--- config.mk ---
export PLATFORM = sky130hd
export DESIGN_NAME = seg_scan_driver
export DESIGN_NICKNAME = d
export VERILOG_FILES = /design/src/rtl/seg_scan_driver.sv
export SDC_FILE = /design/constraint.sdc
export NUM_CORES = 1
export LEC_CHECK = 0
export CAP_MARGIN = 20
export CORE_MARGIN = 2
export CORE_UTILIZATION = 55
export CTS_CLUSTER_SIZE = 30
export DETAILED_ROUTE_END_ITERATION = 10
export MAX_ROUTING_LAYER = met4
export PLACE_DENSITY_LB_ADDON = 0.25
export SETUP_SLACK_MARGIN = 0.02
export SLEW_MARGIN = 20
export SYNTH_ARGS = -nofsm -noshare
export SYNTH_HDL_FRONTEND = slang
export SYNTH_SLANG_ARGS = --single-unit
--- constraint.sdc ---
create_clock -name clk -period 6 [get_ports clk]
set_clock_uncertainty 0.1 [all_clocks]
set_input_delay 0.6 -clock clk [delete_from_list [all_inputs] [get_ports clk]]
set_output_delay 0.6 -clock clk [all_outputs]
set_load 0.05 [all_outputs]
--- src/rtl/seg_scan_driver.sv ---
// Six-digit multiplexed seven-segment scan driver for an HH:MM:SS display.
// Inputs are snapshotted once per frame; all outputs are registered one cycle behind the counters.
module seg_scan_driver #(
  parameter int unsigned SCAN_DIV       = 50000,
  parameter int unsigned BLANK_CYC      = 500,
  parameter int unsigned BLINK_DIV      = 100,
  parameter bit          SEG_ACTIVE_LOW = 1'b1,
  parameter bit          DIG_ACTIVE_LOW = 1'b1
) (
  input  logic        clk,
  input  logic        rst,
  input  logic [23:0] bcd_in,
  input  logic        blank_lz,
  input  logic [5:0]  blink_mask,
  input  logic [5:0]  dp_mask,
  output logic [6:0]  seg,
  output logic        dp,
  output logic [5:0]  dig_sel,
  output logic        frame_tick
);

  localparam int unsigned CntW  = $clog2(SCAN_DIV);
  localparam int unsigned BcntW = (BLINK_DIV > 1) ? $clog2(BLINK_DIV) : 1;

  localparam logic [CntW-1:0]  CntMax   = CntW'(SCAN_DIV - 1);
  localparam logic [CntW-1:0]  BlankCyc = CntW'(BLANK_CYC);
  localparam logic [BcntW-1:0] BcntMax  = BcntW'(BLINK_DIV - 1);

  localparam logic [6:0] SegOff = SEG_ACTIVE_LOW ? 7'h7F : 7'h00;
  localparam logic       DpOff  = SEG_ACTIVE_LOW;
  localparam logic [5:0] DigOff = DIG_ACTIVE_LOW ? 6'h3F : 6'h00;

  logic [CntW-1:0]  cnt_q;
  logic [2:0]       idx_q;
  logic [BcntW-1:0] bcnt_q;
  logic             phase_q;
  logic [5:0][3:0]  snap_bcd_q;
  logic [5:0]       snap_blink_q;
  logic [5:0]       snap_dp_q;
  logic             snap_lz_q;

  logic [3:0] cur_digit;
  logic       dark;
  logic [6:0] seg_act;
  logic       dp_act;
  logic [5:0] dig_act;

  // Active-high segment pattern; non-BCD codes show a dash.
  function automatic logic [6:0] decode(input logic [3:0] v);
    case (v)
      4'd0:    decode = 7'h3F;
      4'd1:    decode = 7'h06;
      4'd2:    decode = 7'h5B;
      4'd3:    decode = 7'h4F;
      4'd4:    decode = 7'h66;
      4'd5:    decode = 7'h6D;
      4'd6:    decode = 7'h7D;
      4'd7:    decode = 7'h07;
      4'd8:    decode = 7'h7F;
      4'd9:    decode = 7'h6F;
      default: decode = 7'h40;
    endcase
  endfunction

  always_comb begin
    cur_digit = snap_bcd_q[idx_q];
    dark      = (snap_blink_q[idx_q] && phase_q) ||
                ((idx_q == 3'd5) && snap_lz_q && (snap_bcd_q[5] == 4'd0));
    seg_act   = '0;
    dp_act    = 1'b0;
    dig_act   = '0;
    // Anti-ghosting: every digit stays off for the first BLANK_CYC cycles of a slot.
    if (cnt_q >= BlankCyc) begin
      dig_act = 6'b000001 << idx_q;
      if (!dark) begin
        seg_act = decode(cur_digit);
        dp_act  = snap_dp_q[idx_q];
      end
    end
  end

  always_ff @(posedge clk or posedge rst) begin
    if (rst) begin
      cnt_q        <= '0;
      idx_q        <= '0;
      bcnt_q       <= '0;
      phase_q      <= 1'b0;
      snap_bcd_q   <= '0;
      snap_blink_q <= '0;
      snap_dp_q    <= '0;
      snap_lz_q    <= 1'b0;
      frame_tick   <= 1'b0;
      seg          <= SegOff;
      dp           <= DpOff;
      dig_sel      <= DigOff;
    end else begin
      seg        <= seg_act ^ {7{SEG_ACTIVE_LOW}};
      dp         <= dp_act ^ SEG_ACTIVE_LOW;
      dig_sel    <= dig_act ^ {6{DIG_ACTIVE_LOW}};
      frame_tick <= 1'b0;
      if (cnt_q == CntMax) begin
        cnt_q <= '0;
        if (idx_q == 3'd5) begin
          idx_q        <= '0;
          snap_bcd_q   <= bcd_in;
          snap_blink_q <= blink_mask;
          snap_dp_q    <= dp_mask;
          snap_lz_q    <= blank_lz;
          frame_tick   <= 1'b1;
          if (bcnt_q == BcntMax) begin
            bcnt_q  <= '0;
            phase_q <= ~phase_q;
          end else begin
            bcnt_q <= bcnt_q + BcntW'(1);
          end
        end else begin
          idx_q <= idx_q + 3'd1;
        end
      end else begin
        cnt_q <= cnt_q + CntW'(1);
      end
    end
  end

endmodule

==> results of run 1 <==
-- flip-flops by register name, indices dropped and copies added, names as in the netlist --
register,count
frame_tick,1
snap_bcd_q,24
snap_blink_q,6
snap_lz_q,1
cnt_q,16
idx_q,3
dig_sel,6
dp,1
seg,7
bcnt_q,7
snap_dp_q,6
phase_q,1
-- stage by stage --
stage               power, uW  instances   util  worst slack (ps)
finish                    981        515  0.697              2980
global route             1020        515  0.697              2750
floorplan                 551        381      -              3300
CTS                       992        515  0.697              3000
global placement          578        499  0.665              3090
detailed placement        578        499  0.665              3010
-- power by group through the flow --
stage | Clock [uW] | Combinational (uW) | Sequential [uW]
2_1_floorplan | 0 | 7.94 | 543
3_3_place_gp | 0 | 35.5 | 543
3_5_place_dp | 0 | 35.8 | 543
4_1_cts | 424 | 35.9 | 533
5_1_grt | 448 | 39.0 | 532
6_report | 414 | 35.0 | 533
-- cell usage after synthesis, types with 3 or more instances --
| cell | number | area share |
|---|---|---|
| nor3_1 | 6 | 0.0081 |
| ha_1 | 9 | 0.030 |
| or3_1 | 6 | 0.010 |
| mux2i_1 | 9 | 0.024 |
| mux4_2 | 5 | 0.030 |
| nand3_1 | 12 | 0.016 |
| xnor2_1 | 8 | 0.019 |
| nand2_1 | 135 | 0.14 |
| clkbuf_1 | 7 | 0.0071 |
| inv_1 | 9 | 0.0091 |
| buf_2 | 5 | 0.0067 |
| and3_1 | 3 | 0.0050 |
| dfrtp_1 | 65 | 0.44 |
| dfstp_2 | 14 | 0.099 |
| o21ai_0 | 10 | 0.013 |
| nand4_1 | 3 | 0.0050 |
| nand4b_1 | 3 | 0.0071 |
| xor2_1 | 9 | 0.021 |
| nor2_1 | 22 | 0.022 |
| and2_1 | 3 | 0.0050 |
| a21oi_1 | 6 | 0.0081 |
| o2bb2ai_1 | 3 | 0.0071 |
-- kinds of logic after synthesis --
logic type | count (synthesis) | share of synthesized area
DFF | 79 | 0.536
xor gates and xnor gates | 17 | 0.0400
and+or+nand+nor | 208 | 0.250
buffers and inverters | 24 | 0.0292
muxes | 16 | 0.0615
AOI/OAI and AO/OA | 28 | 0.0538
adders and majority gates | 9 | 0.0302
-- layer usage --
metal | share of wire | track usage
met4 | 0.012 | 0.105
met2 | 0.48 | 0.332
met5 | 0 | -
met3 | 0.043 | 0.0457
met1 | 0.47 | 0.289
-- cell type report --
type | count | area (um2) | area share
inverters | 9 | 33.8 | 0.00750
flip-flops and latches | 79 | 1990 | 0.443
clock buffers | 12 | 135 | 0.0300
multi-input cells | 278 | 1620 | 0.360
clock inverters | 4 | 70.1 | 0.0156
well taps | 77 | 96.3 | 0.0214
repair buffers | 56 | 553 | 0.123
-- tightest hold or removal path: stages (launching register included) --
cell     delay, ps
dfrtp_1        340
nand2_1         50
nand2_1         50
-- final timing paths --
| kind | from | to | slack, ps | cells past startpoint |
|---|---|---|---|---|
| min | snap_blink_q[4] | snap_blink_q[4] | 370 | 2 |
| max reg2reg | cnt_q[11] | bcnt_q[5] | 2980 | 5 |
| min reg2reg | snap_blink_q[4] | snap_blink_q[4] | 370 | 2 |
| max in group asynchronous | rst | cnt_q[13] | 4430 | 3 |
| min in group asynchronous | rst | bcnt_q[6] | 760 | 3 |
| max | cnt_q[11] | bcnt_q[5] | 2980 | 5 |
==> summary.txt, run 1 <==
Status
  – Status: finished, final reports clean

GRT
  – Initial antenna violation count: 0
  – First-pass GRT wire length: between 10000 and 15000 um
  – GRT Overall Usage: 0.221
  – Vias in the first global route: 2725
  – Aggregate global routing overflow: 0
  – Largest net degree at the start of global routing: 80

Synthesis
  – Mapped Area: 3720 um2
  – EDFF count, synth: 0
  – Synth Register Bits: 79
  – Asr flop ratio synth: 1.00
  – Synthesized netlist cell count: ~380
  – Synth cell types: 47
  – Synth Area per Inst: about 9.8 um2
  – Ys flop type: dfrtp_1
  – Syn nets: 429
  – Synth Warn #: 0
  – Sequential fraction of the synthesis area: 0.536

Final layout
  – Share of layout cells above drive strength 1: 0.0982
  – Fill cell count: 507
  – Antenna diodes: 0
  – Area Growth Syn to Fin: 20.9%
  – Commonest cells after routing, fill and taps aside: 135 x nand2_1, 65 x dfrtp_1, 53 x clkdlybuf4s50_1
  – Commonest non-fill, non-tap cell in the layout: nand2_1
  – Finished Cell Area: 4500 um2
  – Final layout net count: 481

Pwr
  – Clock power share: 0.422
  – Sequential share of power: 0.543
  – Logic gate share of total power: 0.036
  – Cell Int Power: ~800 uW
  – Sw frac: 0.197
  – Max VDD drop: around 0.15 mV
  – P_leak: 0.00198 uW
  – Power Dens Cells: 218 nW/um2
  – Switching power: between 150 and 200 uW

Setup path
  – CP Max Fanout: 46
  – Crit-path max cell delay: 670 ps
  – CP required: 6190 ps
  – Slowest CP cell: or4_1
  – Worst Setup Start Kind: flop
  – Crit path kind: reg -> reg
  – CP Cell Sequence: nor4_2 -> and4_1 -> nand2_2 -> or4_1 -> nand2_1
  – Crit end category: flop
  – Cell family with most CP delay: simple AND/OR/NAND/NOR gates
  – WP data arrival: 3210 ps
  – Buf/Inv on CP: 0

STA
  – Setup TNS: 0 ps
  – Final hold violations: 0
  – Final min period: 3020 ps
  – Max Clk Rate: 331 MHz
  – Final max-slew violation count: 0
  – Worst slew margin: 0.364
  – RSZ-0062 raised after global routing: false
  – Final setup violation count: 0
  – Hold Slack: 369 ps
  – Final worst-path cycle share: 0.503
  – Slew @ Worst Pin: roughly 950 ps

Placed design
  – GP Congestion: 0.877
  – Placed Instance Area: 4300 um2
  – Placed wire-length estimate: 5040 um
  – IO buf count: 53

Clocking
  – Post-CTS Resized: 0
  – Hold_buf cts: 0
  – CTS tree: built
  – CTS sink cnt: roughly 80
  – Post-CTS Setup Inserts: 0
  – Clk Latency, worst-skew pair: 350 ps
  – CTS Buf Count: 9
  – Clk pin slew, worst setup/hold paths: 80 ps
  – CTS H-tree depth: 3
  – Clk root buf: clkbuf_8
  – CTS max path bufs: 2

Min path
  – Hold Crit Class: reg -> reg

Detailed routing
  – DR vias: 2796
  – Drc violations: 0
  – Routed Antenna Nets: 0
  – DR iter-0 viols: 134
  – Drt pass-1 iters: 4
  – Per-cell routed wire length: about 14 um
  – Routed vias/inst: 5.43
  – Routed WL: 7280 um

Floorplan
  – Total die area: 7440 um2
  – Core area: roughly 6500 um2
  – # IOs: 54
  – Die Span X: roughly 86 um
  – # rows: 29
  – Starting Density: 0.577
  – Die H: approximately 86 um

Flow run
  – Max Cap Viol: 0
No activity file was read; power rests on OpenSTA's default activity.
==> run 2, diff against run 1 <==
CORE_UTILIZATION = 49   (was 55)
clock period = 2.47 ns   (was 6 ns; I/O delays follow)
==> run 2 against run 1 <==
Register-to-register slack worse by 2700 ps. Sequential power up 140%. Critical endpoint is now seg[0]. Via count up 0.50%. Sequential cell count unchanged. Critical path type unchanged. Cell count up 6.2%.
==> summary.txt, run 2 (synthesis gave the netlist of run 1 again) <==
STA
  – Final worst-path cycle share: 0.884
  – Final min period: 2180 ps
  – Max Clk Rate: 458 MHz
  – Final max-slew violation count: 0
  – Final setup violation count: 0
  – RSZ-0062 raised after global routing: false
  – Slew @ Worst Pin: about 820 ps
  – Hold Slack: 200 ps
  – Final hold violations: 0
  – Worst slew margin: 0.449
  – Setup TNS: 0 ps
  – Final setup margin: 286 ps

Clocking
  – Post-CTS Setup Inserts: 0
  – Hold_buf cts: 0
  – CTS tree: built
  – Clk Latency, worst-skew pair: around 350 ps
  – Post-CTS Resized: 0
  – CTS H-tree depth: 3
  – Clk pin slew, worst setup/hold paths: 70 ps
  – CTS sink cnt: 79
  – Clk root buf: clkbuf_8
  – CTS max path bufs: 2
  – CTS Buf Count: 9

Final layout
  – Number of flip-flops in the largest register: 24
  – Area Growth Syn to Fin: 24.1%
  – Share of layout cells above drive strength 1: 0.123
  – Fin util: 0.634
  – Fin cells: between 500 and 600
  – Biggest regs: snap_bcd_q: 24 flops, cnt_q: 16 flops
  – Commonest cells after routing, fill and taps aside: 135 x nand2_1, 65 x dfrtp_1, 53 x clkdlybuf4s50_1
  – Most flops, register: snap_bcd_q
  – Antenna diodes: 0
  – Final layout net count: approximately 500
  – Commonest non-fill, non-tap cell in the layout: nand2_1

Setup path
  – CP Max Fanout: 15
  – Crit path kind: reg -> reg
  – WP data arrival: about 2400 ps
  – Crit end category: flop
  – Critical R2R Launch: idx_q[0]
  – Critical path origin: idx_q[0]
  – Worst Reg-to-Reg Cells: 6
  – End of the critical path: seg[0]
  – Worst Setup Start Kind: flop
  – CP required: 2650 ps
  – Reg2reg end: seg[0]
  – R2r setup slk: 290 ps

GRT
  – Vias in the first global route: roughly 2700
  – Initial antenna violation count: 0
  – Largest net degree at the start of global routing: 80
  – First-pass GRT wire length: approximately 13000 um
  – GRT Overall Usage: 0.201
  – Aggregate global routing overflow: 0

Floorplan
  – # IOs: 54
  – # rows: 31
  – Die H: 91.2 um
  – Total die area: 8310 um2
  – Starting Density: 0.511
  – Core area: 7290 um2
  – Die Span X: around 91 um

Placed design
  – IO buf count: 53
  – Placed wire-length estimate: 5430 um
  – Place WS: 277 ps
  – GP Congestion: 0.847
  – Cell Count Post-Placement: 531

Detailed routing
  – Routed vias/inst: between 5 and 6
  – Drc violations: 0
  – DR iter-0 viols: 98
  – Routed WL: 7370 um
  – Per-cell routed wire length: ~13 um
  – Drt pass-1 iters: 4
  – DR vias: 2810
  – Routed Antenna Nets: 0

Flow run
  – Max Cap Viol: 0

Pwr
  – Power Dens Cells: 509 nW/um2
  – Max VDD drop: 0.333 mV
  – P_leak: 0.00203 uW

Min path
  – Hold Crit Class: in -> async

Status
  – Status: finished, final reports clean
-- run 2: metrics by stage --
step                      power [uW]  cell area [um2]
final                           2350             4620
after global routing            2440             4620
after CTS                       2370             4610
after global placement          1410             4410
after detailed placement        1410             4410
after floorplan                 1340             3720
-- run 2: final cells by class --
type / instances / area, um2
Tap cell: 99 / 124
Multi-Input combinational cell: 278 / 1630
Fill cell: 630 / 2670
Timing Repair Buffer: 66 / 641
Sequential cell: 79 / 1990
Clock buffer: 13 / 159
Clock inverter: 3 / 42.5
Inverter: 9 / 33.8
-- run 2: layer usage --
layer | track usage | up-vias | part of all wire
li1 | - | 1388 | -
met5 | - | - | 0
met1 | 0.275 | 1351 | 0.49
met4 | 0.0985 | 0 | 0.022
met3 | 0.0373 | 13 | 0.035
met2 | 0.290 | 58 | 0.45
-- run 2: how the worst min path moves through the flow --
stage	endpoint	cells after the start	slack, ps	from
after floorplan	snap_blink_q[4]	2	260	blink_mask[4]
after global placement	snap_bcd_q[12]	2	350	snap_bcd_q[12]
after detailed placement	snap_bcd_q[12]	2	360	snap_bcd_q[12]
after CTS	cnt_q[0]	3	200	rst
after global routing	cnt_q[7]	3	240	rst
final	snap_dp_q[3]	3	200	rst
-- run 2: where the power goes --
| group | switching [uW] | internal (uW) |
|---|---|---|
| Sequential | 0 | 1290 |
| Combinational | 32.0 | 56.0 |
| Clock | 449 | 522 |
| Total | 481 | 1870 |
-- run 2: worst max-delay path, stage by stage (launching register included) --
cell and delay (ps):
dfrtp_1 440, buf_4 220, and4b_1 210, a211o_1 260, a2111oi_4 540, nand3_1 150, o21a_1 200
==> run 3, diff against run 2 <==
--- a/config.mk
+++ b/config.mk
@@ -14,6 +14,7 @@
 export PLACE_DENSITY_LB_ADDON = 0.25
 export SETUP_SLACK_MARGIN = 0.02
-export SLEW_MARGIN = 20
+export SLEW_MARGIN = 10
 export SYNTH_ARGS = -nofsm -noshare
 export SYNTH_HDL_FRONTEND = slang
 export SYNTH_SLANG_ARGS = --single-unit
+export TNS_END_PERCENT = 1
==> constraint.sdc (replaced) <==
create_clock -name clk -period 2.47 [get_ports clk]
set_clock_uncertainty 0.1 [all_clocks]
set_input_delay 0.3705 -clock clk [delete_from_list [all_inputs] [get_ports clk]]
set_output_delay 0.3705 -clock clk [all_outputs]
set_load 0.05 [all_outputs]
==> run 3 against run 2 <==
Maximum frequency fell by 3.0%. Worst setup slack got worse by 69 ps. Core utilization increased by 0.15 points. Combinational power up 4.5%. Design area is 0.24% higher. Total power down 1.0%. Global-route usage up 0.085 points. Critical path type unchanged. Critical endpoint is now seg[3]. Largest cell class unchanged.
==> summary.txt, run 3 (synthesis gave the netlist of run 1 again) <==
Status
  – Status: finished, final reports clean

Final layout
  – Finished Cell Area: 4630 um2
  – Fin cells: 546
  – Area used by multi-input combinational logic: ~1600 um2
  – Register area: 1990 um2
  – Number of flip-flops in the largest register: 24
  – Area Growth Syn to Fin: 24.4%
  – Fill cell count: 654
  – Final layout net count: 490
  – Share of layout cells above drive strength 1: 0.123
  – Most flops, register: snap_bcd_q
  – Commonest non-fill, non-tap cell in the layout: nand2_1
  – Biggest regs: snap_bcd_q: 24 flops, cnt_q: 16 flops
  – Commonest cells after routing, fill and taps aside: 135 x nand2_1, 65 x dfrtp_1, 53 x clkdlybuf4s50_1
  – Antenna diodes: 0

Setup path
  – Crit end category: flop
  – Worst Setup Start Kind: flop
  – Crit path kind: reg -> reg
  – WP data arrival: 2420 ps
  – Buf/Inv on CP: 2
  – Slowest CP cell: o2bb2ai_1
  – Cell family with most CP delay: compound AO/OA/AOI/OAI gates
  – CP required: 2640 ps
  – Crit-path max cell delay: 440 ps
  – CP Cell Sequence: buf_4 -> nand2b_1 -> o2bb2ai_1 -> inv_1 -> ha_1 -> mux2i_1 -> nand3_1 -> a21boi_1
  – CP Max Fanout: 16

STA
  – RSZ-0062 raised after global routing: false
  – Final min period: 2250 ps
  – Final max-slew violation count: 0
  – Final worst-path cycle share: 0.912
  – Worst slew margin: 0.481
  – Setup TNS: 0 ps
  – Final setup margin: 217 ps
  – Final hold violations: 0
  – Final setup violation count: 0
  – Slew @ Worst Pin: slightly below 800 ps
  – Max Clk Rate: 444 MHz

Clocking
  – CTS max path bufs: 2
  – Clk pin slew, worst setup/hold paths: 80 ps
  – Clk root buf: clkbuf_8
  – Clk Latency, worst-skew pair: 350 ps
  – Post-CTS Resized: 0
  – Hold_buf cts: 0
  – CTS tree: built
  – CTS sink cnt: 79
  – Post-CTS Setup Inserts: 0
  – CTS H-tree depth: 3
  – CTS Buf Count: 9

Detailed routing
  – DR iter-0 viols: ~160
  – Routed WL: 7480 um
  – DR vias: between 2000 and 3000
  – Routed vias/inst: 5.12
  – Routed Antenna Nets: 0
  – Drc violations: 0
  – Per-cell routed wire length: between 10 and 15 um
  – Drt pass-1 iters: 4

Pwr
  – P_leak: 0.00203 uW
  – Switching power: 487 uW
  – Logic gate share of total power: 0.040
  – Sequential share of power: 0.556
  – Cell Int Power: 1840 uW
  – Max VDD drop: between 0.2 and 0.3 mV
  – Power after layout: approximately 2300 uW
  – Power Dens Cells: 503 nW/um2
  – Sw frac: 0.209
  – Clock power share: 0.405

Placed design
  – Cell Count Post-Placement: 530
  – Place WS: 272 ps
  – Placed Instance Area: 4430 um2
  – IO buf count: 53
  – GP Congestion: 0.907
  – Placed wire-length estimate: 5620 um

GRT
  – Aggregate global routing overflow: 0
  – GRT Overall Usage: 0.202
  – First-pass GRT wire length: roughly 13000 um
  – Vias in the first global route: between 2000 and 3000
  – Initial antenna violation count: 0
  – Largest net degree at the start of global routing: 42

Floorplan
  – Core area: 7290 um2
  – # IOs: 54
  – Die Span X: approximately 91 um
  – # rows: 31
  – Total die area: about 8300 um2
  – Die H: a little over 90 um
  – Starting Density: 0.511

Min path
  – Hold Crit Class: in -> async

Flow run
  – Max Cap Viol: 0
==> run 3: layout make-up <==
| class | instances | share of cell area |
|---|---|---|
| multi-input combinational | 278 | 0.350 |
| inverter | 9 | 0.00810 |
| sequential | 79 | 0.431 |
| tap | 99 | 0.0267 |
| timing repair buffer | 65 | 0.142 |
| clock buffer | 10 | 0.0297 |
| clock inverter | 6 | 0.0130 |
==> run 3: worst paths after layout <==
| kind | startpoint | to | slack, ps | depth (start not counted) |
|---|---|---|---|---|
| max | idx_q[1] | seg[3] | 220 | 8 |
| min | rst | bcnt_q[5] | 300 | 2 |
| max reg2reg | idx_q[1] | seg[3] | 220 | 8 |
| min reg2reg | snap_bcd_q[5] | snap_bcd_q[5] | 370 | 2 |
| max in group asynchronous | rst | dig_sel[0] | 1370 | 3 |
| min in group clk | snap_bcd_q[5] | snap_bcd_q[5] | 370 | 2 |
==> run 3: power by group through the flow <==
stage	clock (uW)	combinational [uW]	sequential, uW
after floorplan	0	19.6	1320
after global placement	0	92.9	1320
after detailed placement	0	94.2	1320
after CTS	962	94.5	1290
after global routing	1020	103	1290
final	942	92.0	1290
==> run 3: metal layers <==
metal / vias to the layer above / global-route usage / share of wire
met2: 79 / 0.296 / 0.46
met5: - / - / 0
li1: 1385 / - / -
met4: 0 / 0.0795 / 0.019
met3: 12 / 0.0365 / 0.049
met1: 1322 / 0.281 / 0.47
==> run 3: stage by stage <==
stage | utilization | hold slack (ps)
finish | 0.635 | 303
global placement | 0.608 | 349
detailed placement | 0.608 | 355
global route | 0.635 | 350
floorplan | - | 330
CTS | 0.635 | 319
